[config.mk]
export PLATFORM = sky130hd
export DESIGN_NAME = if_fetch
export DESIGN_NICKNAME = d
export VERILOG_FILES = /design/src/rtl/if_fetch.sv
export SDC_FILE = /design/constraint.sdc
export NUM_CORES = 1
export LEC_CHECK = 0
export CAP_MARGIN = 40
export CORE_MARGIN = 10
export CORE_UTILIZATION = 50
export CTS_BUF_LIST = sky130_fd_sc_hd__clkbuf_8
export DETAILED_ROUTE_END_ITERATION = 7
export PLACE_DENSITY_LB_ADDON = 0.25
export SYNTH_ARGS = -nofsm -noshare
export SYNTH_HDL_FRONTEND = slang
export SYNTH_SLANG_ARGS = --single-unit
[constraint.sdc]
create_clock -name CLK -period 5.45 [get_ports CLK]
set_clock_uncertainty 0.05 [all_clocks]
set_input_delay 1.3625 -clock CLK [delete_from_list [all_inputs] [get_ports CLK]]
set_output_delay 1.3625 -clock CLK [all_outputs]
set_load 0.05 [all_outputs]
[src/rtl/if_fetch.sv]
// Instruction-fetch stage: owns the PC, issues one imem request at a time and
// registers the PC/instruction/branch-offset triple for the IF/ID register.
//
// state   | meaning
// --------+-----------------------------------------------------------
// S_FETCH | request addr_q; accept response to outputs or skid
// S_HOLD  | skid holds a response captured under stall; no request
// S_DROP  | stale request from before a redirect; discard its response
module if_fetch #(
  parameter logic [31:0] RESET_PC = 32'h0000_0000
) (
  input  logic        CLK,
  input  logic        nRESET,
  input  logic        hazard_i,
  input  logic        flush_i,
  input  logic [31:0] br_target_i,
  output logic        imem_req_o,
  output logic [31:0] imem_addr_o,
  input  logic        imem_rvalid_i,
  input  logic [31:0] imem_rdata_i,
  output logic [31:0] pc_o,
  output logic [31:0] instr_o,
  output logic [11:0] pc_offset_o,
  output logic        valid_o
);

  typedef enum logic [1:0] {S_FETCH, S_HOLD, S_DROP} state_t;

  state_t      state_q;
  logic [31:0] pc_q;
  logic [31:0] addr_q;
  logic [31:0] skid_instr_q;
  logic [31:0] skid_pc_q;
  logic        skid_full_q;
  logic [31:0] pc_out_q;
  logic [31:0] instr_q;
  logic [11:0] offset_q;
  logic        valid_q;

  logic        outstanding;
  logic [31:0] target;
  logic [31:0] addr_next;

  assign imem_req_o  = (state_q != S_HOLD);
  assign imem_addr_o = addr_q;
  assign outstanding = imem_req_o && !imem_rvalid_i;
  assign target      = {br_target_i[31:2], 2'b00};
  assign addr_next   = addr_q + 32'd4;

  assign pc_o        = pc_out_q;
  assign instr_o     = instr_q;
  assign pc_offset_o = offset_q;
  assign valid_o     = valid_q;

  function automatic logic [11:0] offset_of(input logic [31:0] i);
    return {i[31], i[7], i[30:25], i[11:8]};
  endfunction

  always_ff @(posedge CLK) begin
    if (!nRESET) begin
      state_q      <= S_FETCH;
      pc_q         <= RESET_PC;
      addr_q       <= RESET_PC;
      skid_instr_q <= 32'h0;
      skid_pc_q    <= 32'h0;
      skid_full_q  <= 1'b0;
      pc_out_q     <= 32'h0;
      instr_q      <= 32'h0;
      offset_q     <= 12'h0;
      valid_q      <= 1'b0;
    end else if (flush_i) begin
      pc_q        <= target;
      skid_full_q <= 1'b0;
      instr_q     <= 32'h0;
      offset_q    <= 12'h0;
      valid_q     <= 1'b0;
      // A request still in flight must be allowed to complete before refetching.
      if (outstanding) begin
        state_q <= S_DROP;
      end else begin
        state_q <= S_FETCH;
        addr_q  <= target;
      end
    end else begin
      case (state_q)
        S_FETCH: begin
          if (imem_rvalid_i) begin
            pc_q   <= addr_next;
            addr_q <= addr_next;
            if (hazard_i) begin
              skid_instr_q <= imem_rdata_i;
              skid_pc_q    <= addr_q;
              skid_full_q  <= 1'b1;
              state_q      <= S_HOLD;
            end else begin
              pc_out_q <= addr_q;
              instr_q  <= imem_rdata_i;
              offset_q <= offset_of(imem_rdata_i);
              valid_q  <= 1'b1;
            end
          end else if (!hazard_i) begin
            instr_q  <= 32'h0;
            offset_q <= 12'h0;
            valid_q  <= 1'b0;
          end
        end
        S_HOLD: begin
          if (!hazard_i && skid_full_q) begin
            pc_out_q    <= skid_pc_q;
            instr_q     <= skid_instr_q;
            offset_q    <= offset_of(skid_instr_q);
            valid_q     <= 1'b1;
            skid_full_q <= 1'b0;
            state_q     <= S_FETCH;
          end
        end
        S_DROP: begin
          if (imem_rvalid_i) begin
            addr_q  <= pc_q;
            state_q <= S_FETCH;
          end
        end
        default: state_q <= S_FETCH;
      endcase
    end
  end

endmodule
After elaboration in Yosys (flattened, before gate mapping)
Index checks and enable logic that the tools add are counted.

word-level totals
  output and inout port bits = 110
  bits in read-only memories = 0
  bits of input ports = 69
  register bits = 208
  bits in latches = 0
  logic and storage cells = 82
  memories kept = 0
  RAM bits = 0

operators by class
  $lt $le $gt $ge = 0
  multiplexer cells = 38
  $mul = 0
  eq/ne operators = 12
  add/sub/neg operators = 1
  reduce and logical (&&, ||, !) cells = 18
  div/mod/pow operators = 0
  bitwise gates (word level) = 2
  shift-type cells = 0

operator list
  kind                                            number
  two-way mux 32 bit                              14
  case mux 32 bit (2 select lines)                3
  two-way mux 12 bit                              4
  adder 32 x 3 -> 32 bit (second input constant)  1
  case mux 12 bit (2 select lines)                1
  AND reduction 4 bit                             4
  two-way mux 2 bit                               6
  != test 3 bit (second input constant)           4
  != test 2 bit (second input constant)           5
  two-way mux 1 bit                               7
  case mux 2 bit (3 select lines)                 1
  nonzero test 2 bit                              3
  AND reduction 5 bit                             1
  case mux 1 bit (2 select lines)                 2
  AND reduction 2 bit                             2
  AND reduction 3 bit                             1
  nonzero test 3 bit                              1
  == test 2 x 1 -> 1 bit (second input constant)  1
  == test 2 bit (second input constant)           1
  logical AND 1 bit                               2
  logical NOT 1 bit                               2
  logical NOT 2 bit                               1
  != test 2 x 1 -> 1 bit (second input constant)  1
  inverter 1 bit                                  2
  OR reduction 2 bit                              1

Depth between registers and ports, before layout
Gate-level depths: netlist (run 1).

  depth in word-level cells = 5
  mapped depth = 8
  mapped depth without buffers = 6

Least setup slack after synthesis (run 1)
No wires, ideal clock.

  kind = flip-flop to output port
  from = register state_q[0]
  to = output imem_req_o
  required time = 4.038 ns
  slack = 2.633 ns
  data arrival time = 1.404 ns
  stages on the path, launching flop included = 5
  buffers on the path = 2
  cells stage by stage = dfxtp_1 > nor2b_2 > inv_1 > buf_2 > clkbuf_1

on the way
  longest elaborated chain between the ends = 1

ends and longest elaborated chain
  element                 line  text
  start, declared         29    state_t state_q;
  start signal, assigned  61    state_q <= S_FETCH;
  start signal, assigned  79    state_q <= S_DROP;
  start signal, assigned  81    state_q <= S_FETCH;
  != test 2 x 1 -> 1 bit  44    assign imem_req_o = (state_q != S_HOLD);
  end, declared           17    output logic imem_req_o,

Every way passes these cells.

Worst setup path after layout (run 1)
  from = input imem_rvalid_i
  to = register skid_instr_q[16]

on the way
  longest elaborated chain between the ends = 1

ends and longest elaborated chain
  element                               line  text
  start, declared                       19    input logic imem_rvalid_i,
  AND reduction 4 bit (no source line)  --
  end signal, assigned                  91    skid_instr_q <= imem_rdata_i;
  end, declared                         32    logic [31:0] skid_instr_q;

Every way passes these cells.
A chain may end at the register's enable or synchronous reset.

==> out/results.tsv, run 1 <==
metric	value	unit
status	finished clean	
cp_data_required_time	5.80	ns
core_area	0.0180	sq mm
die_area	0.0243	sq mm
cts_tree	yes	
endpoint_kind	flop	
synth_seq_cells	196	
port_buffers	176	
crit_type	input port to flop	
track_usage	21.8	%
post_cts_buffers	0	
drt_pre_antenna_iters	5	
wl_per_cell	18.5	um
drive_above_1_share	6.62	%
hold_viol_final	0	
root_buffer	clkbuf_8	
cp.arrival	4.14	ns
numCtsBuffers	17	
h-tree-depth	4	
die_y	156	um
clk_path_buf_depth	2	
critPathLaunchType	input port	
drtIter0Drc	797	
clkSinkCount	196	
slew_viol_final	0	
peakVddDrop	0.174	mV
finalNetCount	1325	
synthArstFlopShare	0	%
synth-main-ff-cell	dfxtp_1	
synth_area_leaders	dfxtp_1 (43%), nand2_1 (11%), a311oi_1 (6.1%), a21oi_1 (5.2%), nor2_1 (4.3%)	
postSynthCellCount	1167	
antenna_found_initial	0	
grt_pass1_vias	8247	
fin_crit_sh	69.4	%
cts_resized	0	
wl	27600	um
fmax	264	MHz
antenna_cells	0	
dp_cells	1465	
grt_max_degree	67	
setup_viol	0	
overflow	0	
max_cap_violations	0	
ys_types	71	
syn_nets	1237	
start_util	51.1	%
power_density	279	mW/mm^2
min_path_type	flop to flop	
worst_slew_pin_slew	0.876	ns
vias	8946	
worstPathMaxFanout	43	
holdWs	0.408	ns
gp_congestion	0.859	
min_period	3.78	ns
io_pins	179	
area_growth	22.2	%
p_leak	3.73	nW
synth_area	0.00921	sq mm
nFillCells	1600	
stdcell_count	1497	
clk_pin_slew_worst_paths	0.10	ns
slew_headroom	41.6	%
hold_buffers	0	
post-route-drc-count	0	
synth_seq_area_share	42.6	%
vias_per_cell	5.98	
postRouteAntennaNets	0	
grt_pass1_wl	43800	um
synth_top_area_share	42.6	%
clock_latency	0.48	ns
dpl.hpwl	18100	um
avgSynthCellArea	7.90	sq um
rsz0062_at_grt	false	
setup_tns	0	ns
num_rows	49	
yosysWarnings	0	
die_w	156	um
yosysTopAreaCell	dfxtp_1	
synth_edf_count	0	
## sequential cells by signal, summed over array words and instances, names as in the netlist
register / cells
imem_addr_o: 32
instr_o: 32
pc_o: 32
pc_q: 32
skid_full_q: 1
skid_instr_q: 32
skid_pc_q: 32
state_q: 2
valid_o: 1
## where the power goes
part           switching, mW  leakage (nW)  internal, mW
combinational          0.389          1.94         0.223
clock                  0.560         0.187         0.387
sequential            0.0850          1.60          1.50
total                   1.03          3.73          2.11
## stage by stage
| stage | area [sq um] | setup WS (ns) | power [mW] | util, % |
|---|---|---|---|---|
| final | 11300 | 1.67 | 3.14 | 62.5 |
| after global routing | 11300 | 1.52 | 3.27 | 62.5 |
| after CTS | 11300 | 1.74 | 3.15 | 62.5 |
| after detailed placement | 10900 | 1.25 | 2.22 | 60.3 |
| after global placement | 10900 | 1.28 | 2.21 | 60.2 |
| after floorplan | 9210 | 2.63 | 2.00 | - |
## per-layer routing
| metal | routed length [um] | GRT usage [%] | vias to the layer above | part of all wire [%] |
|---|---|---|---|---|
| li1 | - | - | 4299 | - |
| met1 | 11700 | 28.2 | 4233 | 42 |
| met2 | 13000 | 34.4 | 367 | 47 |
| met3 | 2300 | 5.35 | 47 | 8.3 |
| met4 | 659 | 8.02 | 0 | 2.4 |
| met5 | 0 | 0 | - | 0 |
## critical path: stages
cell and delay, ns:
clkdlybuf4s50_1 0.92, nand2b_1 0.18, nor3_2 0.13, buf_4 0.25, and2_2 0.47, buf_4 0.50, nand2_1 0.12, a21oi_1 0.16
## layout by cell type (no fill, tap or decap), types with 6 or more instances in the layout
| master | n |
|---|---|
| a211oi_1 | 8 |
| a21oi_1 | 95 |
| a22o_1 | 9 |
| a22oi_1 | 25 |
| a311oi_1 | 64 |
| a31oi_1 | 7 |
| and3_1 | 6 |
| buf_4 | 20 |
| clkbuf_8 | 18 |
| clkdlybuf4s50_1 | 175 |
| dfxtp_1 | 196 |
| nand2_1 | 258 |
| nand2b_1 | 9 |
| nand3_1 | 48 |
| nand4_1 | 12 |
| nor2_1 | 106 |
| nor3_1 | 15 |
| o211ai_1 | 6 |
| o21a_1 | 6 |
| o21ai_0 | 27 |
| o22ai_1 | 22 |
| xnor2_1 | 9 |
| xor2_1 | 16 |
## area by class of cell
class,count,area [sq um],share of cell area [%]
multi-input combinational,835,4690,41.6
tap,229,287,2.54
clock buffer,18,248,2.20
clock inverter,14,146,1.30
timing repair buffer,198,1940,17.2
inverter,7,28.8,0.256
sequential,196,3920,34.8
## cell families after synthesis
| family | share of synthesized area (%) |
|---|---|
| adder cells (fa/ha/maj) | 0.136 |
| AO/OA/AOI/OAI | 22.6 |
| XOR/XNOR | 2.38 |
| flip-flops | 42.6 |
| AND/OR/NAND/NOR | 24.8 |
| multiplexers | 0.665 |
| buffers and inverters | 6.82 |
## worst paths after layout
| kind | startpoint | endpoint | slack (ns) | depth (start not counted) |
|---|---|---|---|---|
| setup / recovery | imem_rvalid_i | skid_instr_q[16] | 1.67 | 8 |
| hold / removal | skid_pc_q[16] | skid_pc_q[16] | 0.41 | 2 |
| setup reg to reg | state_q[0] | imem_addr_o[8] | 2.44 | 5 |
| hold reg to reg | skid_pc_q[16] | skid_pc_q[16] | 0.41 | 2 |
## Yosys cell counts (5+ instances only)
cell type and n:
dfxtp_1 196, a31oi_1 7, a21oi_1 95, a221o_1 5
nand4_1 12, inv_1 6, a222oi_1 5, nand3_1 48
nor3b_1 6, mux2i_1 5, nor2_1 106, a22oi_1 25
a211oi_1 8, buf_2 41, and3_1 6, nand2b_1 9
o22ai_1 22, a22o_1 9, o211ai_1 6, o21ai_0 27
nor3_1 15, o21a_1 6, a311oi_1 64, buf_1 9
nand2_1 259, buf_4 17, clkbuf_1 60, xnor2_1 9
xor2_1 16
Power figures use the tool's default switching activity.
==> inputs of run 2 (changes only) <==
--- a/config.mk
+++ b/config.mk
@@ -7,7 +7,7 @@
 export LEC_CHECK = 0
 export CAP_MARGIN = 40
 export CORE_MARGIN = 10
-export CORE_UTILIZATION = 50
+export CORE_UTILIZATION = 49
 export CTS_BUF_LIST = sky130_fd_sc_hd__clkbuf_8
 export DETAILED_ROUTE_END_ITERATION = 7
 export PLACE_DENSITY_LB_ADDON = 0.25
==> constraint.sdc (replaced) <==
create_clock -name CLK -period 3.24 [get_ports CLK]
set_clock_uncertainty 0.05 [all_clocks]
set_input_delay 0.81 -clock CLK [delete_from_list [all_inputs] [get_ports CLK]]
set_output_delay 0.81 -clock CLK [all_outputs]
set_load 0.05 [all_outputs]
==> run 2 against run 1 <==
Net effect: register-to-register slack got worse by 1.6 ns; first-iteration DRC count increased by 8.0%; core utilization decreased by 0.86 points; hold slack about the same; final cell count increased by 1.6%; wire length increased by 0.88%; clock-buffer cell count unchanged; global-route usage increased by 0.15 points; highest routed layer unchanged.
==> out/results.tsv, run 2 (synthesized netlist as in run 1, its figures left out) <==
metric	value	unit
status	finished clean	
postRouteAntennaNets	0	
cp_slowest_cell	clkdlybuf4s50_1	
design_area	0.0114	sq mm
startpoint	imem_addr_o[7]	
wl_met1	12000	um
multiInputGateArea	0.00469	sq mm
min_path_cells	2	
register_area	0.00392	sq mm
setup_viol	0	
grt_pass1_vias	8350	
post-route-drc-count	0	
nFillCells	1651	
rsz0062_at_grt	false	
die_w	157	um
hp-start	skid_pc_q[31]	
place_area	0.0111	sq mm
grt_pass1_wl	44200	um
dpl.hpwl	18400	um
met3WireLength	2340	um
track_usage	21.9	%
post_cts_buffers	0	
slew_headroom	51.7	%
start_util	49.6	%
overflow	0	
cp.arrival	2.04	ns
clk_pin_slew_worst_paths	0.10	ns
wl	27900	um
critPathMaxStageDelay	0.93	ns
drive_above_1_share	8.16	%
clkSinkCount	196	
fmax	345	MHz
die_area	0.0247	sq mm
cts_tree	yes	
cp_data_required_time	2.38	ns
num_rows	50	
peakVddDrop	0.290	mV
critPathLaunchType	flop	
grt_max_degree	66	
min_period	2.90	ns
root_buffer	clkbuf_8	
met2WireLength	12800	um
clk_path_buf_depth	2	
crit_family	buffers and inverters	
final_common_cell	nand2_1	
area_growth	24.2	%
drt_pre_antenna_iters	5	
max_cap_violations	0	
crit_type	flop to output port	
min_path_type	flop to flop	
fin_crit_sh	89.5	%
power_density	462	mW/mm^2
setup_tns	0	ns
timing.rr.end	imem_addr_o[22]	
core_area	0.0186	sq mm
cts_resized	0	
vias_per_cell	5.91	
finalNetCount	1344	
hold_viol_final	0	
power.total	5.28	mW
hold_buffers	0	
vias	8995	
h-tree-depth	4	
io_pins	179	
layout_common_cells	nand2_1 (258), dfxtp_1 (196), clkdlybuf4s50_1 (174)	
port_buffers	176	
path_cells	clkdlybuf4s50_1	
numCtsBuffers	17	
drtIter0Drc	861	
antenna_cells	0	
path_buf_inv	1	
wl_per_cell	18.3	um
worstPathMaxFanout	12	
crit-reg2reg-launch	imem_addr_o[2]	
gp_congestion	0.908	
slew_viol_final	0	
antenna_found_initial	0	
holdWs	0.408	ns
die_y	157	um
endpoint_kind	output port	
routed.top_layer	met4	
p_leak	3.84	nW
clock_latency	0.47	ns
whs_endpoint	skid_pc_q[31]	
r2r_slack	0.87	ns
r2r_cells	6	
worst_slew_pin_slew	0.725	ns
-- run 2: changes by cell type in the layout (fill, tap and decap cells not counted), sizes merged --
cell	before	now
bufinv	1	0
inv	11	14
clkinv	5	3
clkdlybuf4s50	175	174
buf	23	43
-- run 2: power by group --
part	internal [mW]	switching, mW	total, mW	leakage (nW)
clock network	0.590	0.972	1.56	0.184
registers	2.52	0.113	2.63	1.60
logic	0.399	0.689	1.09	2.05
-- run 2: worst max path at each step --
stage,endpoint,slack (ns),cells past startpoint
after floorplan,imem_req_o,0.98,4
after global placement,pc_q[17],0.35,6
after detailed placement,pc_o[7],0.46,6
after CTS,imem_addr_o[7],0.33,1
after global routing,imem_addr_o[7],0.26,1
final,imem_addr_o[7],0.34,1
-- run 2: metrics by stage --
stage               cells  setup slack [ns]  util (%)
floorplan            1167             0.976         -
global placement     1488             0.351      59.5
detailed placement   1489             0.463      59.5
CTS                  1521             0.331      61.6
global route         1521             0.260      61.6
finish               1521             0.341      61.6
-- run 2: worst register-to-register path, stage by stage (launching register included) --
cell and delay (ns):
dfxtp_1 0.60, ha_1 0.31, nand4_1 0.33, nor4_4 0.46, nand2_1 0.16, o31a_1 0.27
o22ai_1 0.11
-- run 2: layer usage --
| layer | global-route usage [%] | up-vias |
|---|---|---|
| li1 | - | 4337 |
| met1 | 28.4 | 4234 |
| met2 | 34.8 | 374 |
| met3 | 5.02 | 50 |
| met4 | 8.41 | 0 |
| met5 | 0 | - |
-- run 2: layout make-up --
cell class	count	share of cell area (%)
inverter	7	0.251
tap	234	2.56
sequential	196	34.3
clock inverter	14	1.22
multi-input combinational	835	41.0
timing repair buffer	217	18.6
clock buffer	18	2.16
